[src/rtl/controle_fetch_pkg.sv]
// Shared definitions for the fetch controller.
//   estado_t            : fetch FSM state encoding (BOOT/FETCH/VALID/HALT)
//   *_DEFAULT           : default widths and PC reset address
package controle_fetch_pkg;

    localparam int unsigned ADDR_WIDTH_DEFAULT  = 13;
    localparam int unsigned INSTR_WIDTH_DEFAULT = 32;
    localparam int unsigned RESET_ADDR_DEFAULT  = 0;

    typedef enum logic [1:0] {
        ST_BOOT  = 2'd0,
        ST_FETCH = 2'd1,
        ST_VALID = 2'd2,
        ST_HALT  = 2'd3
    } estado_t;

endpackage

[src/rtl/controle_fetch_registrador_pc.sv]
// Program counter register with load enable.
//   clk, rst_n : clock (rising edge) / asynchronous active-low reset
//   load       : capture d on the next rising edge
//   d          : next PC value
//   q          : current PC (RESET_VAL while in reset)
module registrador_pc
    import controle_fetch_pkg::*;
#(
    parameter int unsigned           ADDR_WIDTH = ADDR_WIDTH_DEFAULT,
    parameter logic [ADDR_WIDTH-1:0] RESET_VAL  = ADDR_WIDTH'(RESET_ADDR_DEFAULT)
) (
    input  logic                  clk,
    input  logic                  rst_n,
    input  logic                  load,
    input  logic [ADDR_WIDTH-1:0] d,
    output logic [ADDR_WIDTH-1:0] q
);

    logic [ADDR_WIDTH-1:0] pc_q;
    logic [ADDR_WIDTH-1:0] pc_d;

    always_comb begin
        pc_d = pc_q;
        if (load) begin
            pc_d = d;
        end
    end

    always_ff @(posedge clk or negedge rst_n) begin
        if (!rst_n) begin
            pc_q <= RESET_VAL;
        end else begin
            pc_q <= pc_d;
        end
    end

    assign q = pc_q;

endmodule

[src/rtl/controle_fetch.sv]
// Fetch controller: owns the PC, drives instruction memory and hands fetched
// words to decode over a valid/ready handshake.
//   clk, rst_n          : clock / asynchronous active-low reset
//   endereco_escolhido  : next PC chosen by the jump/branch mux (used on accept)
//   pc_atual            : PC of the instruction in flight
//   pc_mais_um          : pc_atual + 1 (wrapping), normal input of the branch mux
//   mem_req, mem_addr   : instruction-memory read request / address
//   mem_ack, mem_data   : memory response (only honoured in FETCH)
//   instr_valid, instr  : fetched instruction towards decode
//   instr_ready         : decode accepts instr this cycle
//   halt                : decoded instruction is HALT (only meaningful on accept)
//   halted              : fetch stopped until reset
module controle_fetch
    import controle_fetch_pkg::*;
#(
    parameter int unsigned           ADDR_WIDTH  = ADDR_WIDTH_DEFAULT,
    parameter int unsigned           INSTR_WIDTH = INSTR_WIDTH_DEFAULT,
    parameter logic [ADDR_WIDTH-1:0] RESET_ADDR  = ADDR_WIDTH'(RESET_ADDR_DEFAULT)
) (
    input  logic                   clk,
    input  logic                   rst_n,
    input  logic [ADDR_WIDTH-1:0]  endereco_escolhido,
    output logic [ADDR_WIDTH-1:0]  pc_atual,
    output logic [ADDR_WIDTH-1:0]  pc_mais_um,
    output logic                   mem_req,
    output logic [ADDR_WIDTH-1:0]  mem_addr,
    input  logic                   mem_ack,
    input  logic [INSTR_WIDTH-1:0] mem_data,
    output logic                   instr_valid,
    output logic [INSTR_WIDTH-1:0] instr,
    input  logic                   instr_ready,
    input  logic                   halt,
    output logic                   halted
);

    estado_t                state_q, state_d;
    logic [INSTR_WIDTH-1:0] instr_q, instr_d;
    logic                   instr_valid_q, instr_valid_d;
    logic                   halted_q, halted_d;
    logic                   pc_load;
    logic                   aceite;

    registrador_pc #(
        .ADDR_WIDTH (ADDR_WIDTH),
        .RESET_VAL  (RESET_ADDR)
    ) u_registrador_pc (
        .clk   (clk),
        .rst_n (rst_n),
        .load  (pc_load),
        .d     (endereco_escolhido),
        .q     (pc_atual)
    );

    assign pc_mais_um = pc_atual + ADDR_WIDTH'(1);
    assign mem_addr   = pc_atual;
    // Decoded from the state flop so that an async reset drops the request
    // in the same instant.
    assign mem_req    = (state_q == ST_FETCH);
    assign aceite     = instr_valid_q & instr_ready;

    always_comb begin
        state_d       = state_q;
        instr_d       = instr_q;
        instr_valid_d = instr_valid_q;
        halted_d      = halted_q;
        pc_load       = 1'b0;
        case (state_q)
            ST_BOOT: begin
                state_d = ST_FETCH;
            end
            ST_FETCH: begin
                if (mem_ack) begin
                    instr_d       = mem_data;
                    instr_valid_d = 1'b1;
                    state_d       = ST_VALID;
                end
            end
            ST_VALID: begin
                if (aceite) begin
                    instr_valid_d = 1'b0;
                    if (halt) begin
                        // PC stays on the HALT instruction
                        halted_d = 1'b1;
                        state_d  = ST_HALT;
                    end else begin
                        pc_load = 1'b1;
                        state_d = ST_FETCH;
                    end
                end
            end
            ST_HALT: begin
                state_d = ST_HALT;
            end
            default: begin
                state_d = ST_BOOT;
            end
        endcase
    end

    always_ff @(posedge clk or negedge rst_n) begin
        if (!rst_n) begin
            state_q       <= ST_BOOT;
            instr_q       <= '0;
            instr_valid_q <= 1'b0;
            halted_q      <= 1'b0;
        end else begin
            state_q       <= state_d;
            instr_q       <= instr_d;
            instr_valid_q <= instr_valid_d;
            halted_q      <= halted_d;
        end
    end

    assign instr_valid = instr_valid_q;
    assign instr       = instr_q;
    assign halted      = halted_q;

endmodule

[config.mk]
export PLATFORM = sky130hd
export DESIGN_NAME = controle_fetch
export DESIGN_NICKNAME = d
export VERILOG_FILES = /design/src/rtl/controle_fetch_pkg.sv /design/src/rtl/controle_fetch_registrador_pc.sv /design/src/rtl/controle_fetch.sv
export SDC_FILE = /design/constraint.sdc
export NUM_CORES = 1
export LEC_CHECK = 0
export CORE_MARGIN = 8
export CORE_UTILIZATION = 25
export DETAILED_ROUTE_END_ITERATION = 10
export SLEW_MARGIN = 10
export SYNTH_ARGS = -nofsm -noshare
export SYNTH_HDL_FRONTEND = slang
export SYNTH_SLANG_ARGS = --single-unit
export TNS_END_PERCENT = 20
[constraint.sdc]
create_clock -name clk -period 1.4 [get_ports clk]
set_input_delay 0.28 -clock clk [delete_from_list [all_inputs] [get_ports clk]]
set_output_delay 0.28 -clock clk [all_outputs]
set_load 0.05 [all_outputs]
# [Word level (Yosys, flattened, before mapping)]
# Cells that the tools add are included.
[op_classes] muxes=10 order_cmp=0 n_eq_ne=5 div_mod_pow=0 n_addsub=1 reduce_logical=6 bitwise_logic=1 shift=0 n_mul=0
[ops] cell="$add 13x1->13 const B" n=1
[ops] cell="$pmux 2 s4" n=1
[ops] cell="$mux 2" n=3
[ops] cell="$reduce_and 3->1" n=2
[ops] cell="$mux 1" n=5
[ops] cell="$eq 2x2->1 const B" n=2
[ops] cell="$reduce_and 2->1" n=2
[ops] cell="$eq 2x1->1 const B" n=1
[ops] cell="$logic_not 2->1" n=1
[ops] cell="$ne 2x1->1 const B" n=1
[ops] cell="$ne 2x2->1 const B" n=1
[ops] cell="$pmux 1 s2" n=1
[ops] cell="$reduce_bool 2->1" n=1
[ops] cell="$and 1x1->1" n=1
[word_totals] wordCells=28 mem_count=0 output_inout_bits=74 inputBits=50 romBits=0 ramBits=0 latch_bits=0 regBits=49

# [Depth between registers and ports, before layout]
[logic_depth] word_depth=3 depth_mapped=4 depth_no_buf=3

# [Cells and area by module]
# A second synthesis with hierarchy kept.
[hier_totals] hier_cells=155 hier_area_um2=2357.3
[by_module_without_submodules] mod="controle_fetch" instances=1 area_per_inst_um2=1836.8 cells_per_inst=128 seq_area_each_um2=900.9
[by_module_without_submodules] mod="registrador_pc" instances=1 area_per_inst_um2=520.5 cells_per_inst=27 seq_area_each_um2=325.3

# [Worst setup path before layout]
# Ideal clock, no wire load.
[synth_path] path_kind="reg2out" startpoint="reg u_registrador_pc.pc_q[2], in the netlist u_registrador_pc.q[2]" endpoint="out pc_mais_um[8]" arrival_ns=2.159 path_buffers=1 setup_slack_ns=-1.039 stages_incl_launch_ff=5 required_ns=1.120 path_cell_list="dfrtp_1 > and4_1 > clkbuf_1 > nand4_1 > xnor2_1"
[synth_between] elab_chain_cells=1
[synth_rtl] item="start: declaration" line_no="controle_fetch_registrador_pc.sv:19" text="logic [ADDR_WIDTH-1:0] pc_q;"
[synth_rtl] item="start signal: assignment" line_no="controle_fetch_registrador_pc.sv:33" text="pc_q <= pc_d;"
[synth_rtl] item="$add 13x1->13" line_no="controle_fetch.sv:54" text="assign pc_mais_um = pc_atual + ADDR_WIDTH'(1);"
[synth_rtl] item="end: declaration" line_no="controle_fetch.sv:24" text="output logic [ADDR_WIDTH-1:0] pc_mais_um,"
# Every way passes these cells.

# [Worst setup path in the final report]
[layout_path] startpoint="reg u_registrador_pc.pc_q[4], in the netlist u_registrador_pc.q[4]" endpoint="out pc_mais_um[12]"
# Same word-level chain as after synthesis.

==> flow_metrics.py <==
metrics = {
    "power_and_ir_drop": {
        "power.switching_mw": 4.27,
        "p_comb_frac": 0.695,
        "clkPwrFrac": 0.079,
        "p_int_mw": 5.71,
        "p_leak_nw": 2.14,
        "p_sw_frac": 0.428,
        "power.share.sequential": 0.226,
        "p_per_area_nw_per_um2": 2060,
        "ir_worst_vdd_v": 0.000891,
    },
    "logic_synthesis": {
        "syn_area_sq_um": 2180,
        "synth-simple-area-share": 0.0728,
        "synthAdderAreaFrac": 0.00573,
        "syn_inst": 155,
        "synth_top_family_by_area": "multiplexers",
        "yosysSeqAreaShare": 0.562,
        "ys_warn_count": 0,
        "synth_xor_area_frac": 0.0441,
        "syn_nets": 206,
        "avgSynthCellArea_sq_um": 14.1,
        "muxShareOfSynthArea": 0.232,
        "synth_cell_types": 23,
        "ys_ff_latch": 49,
        "synth_compound_area_frac": 0.0149,
    },
    "floorplanning": {
        "die_w_microns": 109,
        "die_area_sq_um": 12000,
        "num_rows": 34,
        "coreArea_sq_um": 8590,
        "die_h_microns": 109,
        "initial_core_util": 0.254,
        "io_pins": 124,
    },
    "routing": {
        "drt_iter0_markers": 36,
        "wl_per_cell_microns": 15.5,
        "dr.pass1.iters": 2,
        "viasPerCell": 4.24,
        "drc": 0,
        "antenna_left": 0,
        "wl_met1_mm": 2.39,
        "wl_met2_mm": 3.23,
        "wl_met3_microns": 657,
        "maxUsedRoutingLayer": "met4",
        "vias": 1731,
        "wl_mm": 6.32,
    },
    "finish": {
        "final_cells": 408,
        "area_delta_synth_final_pct": 122,
        "drive_gt1_frac": 0.633,
        "nNetsFinal": 350,
        "multiInputGateArea_sq_um": 1100,
        "register_area_sq_um": 1240,
        "num-fill-cells": 697,
        "antenna_cells": 0,
    },
    "timing": {
        "min_period_ps": 1840,
        "tightest_slew_ps": 375,
        "setup_ws_ps": -439,
        "max_freq_ghz": 0.544,
        "slew_violations": 0,
        "fin_crit_sh": 1.31,
        "final.setup_skew_ps": 4.73,
        "setup_viol": 16,
        "finalHoldViolCount": 0,
        "rsz0062_at_grt": "yes",
        "hold_ws_ps": 504,
        "max-slew-margin-rel": 0.750,
    },
    "placed_design": {
        "io_buffers": 123,
        "place_congestion": 0.799,
        "dpl.hpwl_mm": 5.21,
        "dp_cells": 396,
    },
    "worst_setup_path": {
        "crit_type": "reg -> out",
        "reg2reg_from": "state_q[0]",
        "worstReg2RegEnd": "u_registrador_pc.q[4]",
        "cp-start-kind": "flip-flop",
        "critPathBufInv": 1,
        "required_ps": 1120,
        "cpMaxStageDelayCell": "dfrtp_4",
        "crit_chain": "and4_4 > nand4_1 > xnor2_4 > buf_12",
        "endpoint_kind": "output port",
        "critPathTopFamily": "simple AND/OR/NAND/NOR gates",
        "r2r_slack_ps": 0,
        "arrival_ps": 1560,
        "crit_fanout": 6,
        "rr_worst_depth": 4,
        "crit_path_max_incr_delay_ps": 420,
    },
    "global_routing": {
        "grt_use_total": 0.102,
        "grt_pass1_vias": 1883,
        "antenna_found_initial": 0,
        "grt_max_degree": 50,
        "grt-ovfl-total": 0,
        "grt_pass1_wl_mm": 9.57,
    },
    "worst_hold_path": {
        "hp-class": "in -> async",
    },
    "status": {
        "violations": "negative setup slack",
        "status": "finished, violations left",
    },
    "run": {
        "cap_violations": 0,
    },
    "clock_tree": {
        "cts_buffer_depth": 2,
        "root_buffer": "clkbuf_8",
        "h-tree-depth": 2,
        "clkSinkCount": 49,
        "cts_tree": "built",
        "insertion_delay_ps": 290,
        "clkTransAtPathRegs_ps": 80,
        "numCtsBuffers": 5,
    },
}
==> registers in the layout (all words and copies together) (netlist names) <==
signal / cells
instr: 32
u_registrador_pc.q: 13
state_q: 2
halted: 1
instr_valid: 1
==> synth_stat cells, drive strengths merged <==
cell | count | share of area
dfrtp | 49 | 0.56
nor3b | 1 | 0.0086
and4 | 2 | 0.0080
and2 | 2 | 0.0057
and2b | 2 | 0.0069
ha | 1 | 0.0057
a22oi | 1 | 0.0034
nand3 | 4 | 0.0092
o21ai | 2 | 0.0046
mux2 | 45 | 0.23
clkbuf | 1 | 0.0017
nand2 | 6 | 0.010
a21oi | 1 | 0.0023
xnor2 | 10 | 0.040
and3 | 1 | 0.0029
nand4 | 4 | 0.011
nor2b | 1 | 0.0063
nor2 | 2 | 0.0034
a41o | 1 | 0.0046
xor2 | 1 | 0.0040
inv | 1 | 0.0017
buf | 17 | 0.065
==> per-stage QoR <==
stage | TNS (ps) | setup slack [ps] | instance area (sq um) | utilization | power [mW]
after floorplan | -8150 | -466 | 2360 | - | 5.45
after global placement | -15770 | -338 | 4580 | 0.533 | 8.98
after detailed placement | -16040 | -355 | 4580 | 0.533 | 9.07
after CTS | -4740 | -494 | 4740 | 0.552 | 9.98
after global routing | -6440 | -521 | 4850 | 0.565 | 10.4
final | -4210 | -439 | 4850 | 0.565 | 9.98
==> routing by layer <==
| layer | track usage | vias to the layer above |
|---|---|---|
| met3 | 0.0475 | 6 |
| met1 | 0.108 | 830 |
| met4 | 0.0203 | 0 |
| met5 | 0 | - |
| li1 | - | 819 |
| met2 | 0.183 | 76 |
==> logic make-up after synthesis <==
kind of cell,after synthesis
flip-flops,49
multiplexers,45
AND/OR/NAND/NOR,25
buffers and inverters,19
XOR/XNOR,11
AO/OA/AOI/OAI,5
adder cells (fa/ha/maj),1
==> worst max-delay path by stage <==
| stage | from | cells after the start | slack (ps) | end |
|---|---|---|---|---|
| after global placement | mem_ack | 5 | -340 | instr[27] |
| final | u_registrador_pc.q[4] | 4 | -440 | pc_mais_um[12] |
| after CTS | u_registrador_pc.q[4] | 4 | -490 | pc_mais_um[12] |
| after global routing | u_registrador_pc.q[4] | 4 | -520 | pc_mais_um[12] |
| after detailed placement | mem_ack | 5 | -360 | instr[23] |
| after floorplan | u_registrador_pc.q[2] | 4 | -470 | pc_mais_um[11] |
==> layout make-up <==
cell class              count  area share
well taps                 108      0.0278
clock buffers               8      0.0165
flip-flops and latches     49       0.256
inverters                   1    0.000773
multi-input cells          87       0.226
repair buffers            155       0.473
==> worst min-delay path: cells and delay by family <==
family	cells	cell delay [ps]
buffers and inverters	3	900
==> power groups by stage <==
stage,clock network [mW],registers [mW],logic (mW)
after floorplan,0,3.66,1.80
after global placement,0,2.24,6.74
after detailed placement,0,2.27,6.80
after CTS,0.833,2.26,6.89
after global routing,0.909,2.31,7.17
final,0.788,2.26,6.94
==> layout by cell type (no fill, tap or decap), types with 2 or more instances in the layout <==
master	count
nor2_1	2
clkbuf_8	5
nand3_4	2
nand3_1	2
nand2_1	3
clkbuf_1	3
mux2_4	13
nand2_2	2
clkdlybuf4s50_1	48
buf_6	8
xnor2_4	8
o21ai_0	2
mux2_2	32
xnor2_2	2
buf_12	78
nand4_1	4
dfrtp_2	10
dfrtp_1	38
buf_4	18
==> repair_timing <==
action                                 4_1_cts  5_1_grt
setup endpoints to repair                   43       54
pin swaps                                    6        6
hold buffers                                 1        0
gates resized for setup                     18       23
setup buffers                                1        2
endpoints found under the hold margin       49        0
Note: power is estimated with default switching activity, not from simulation.
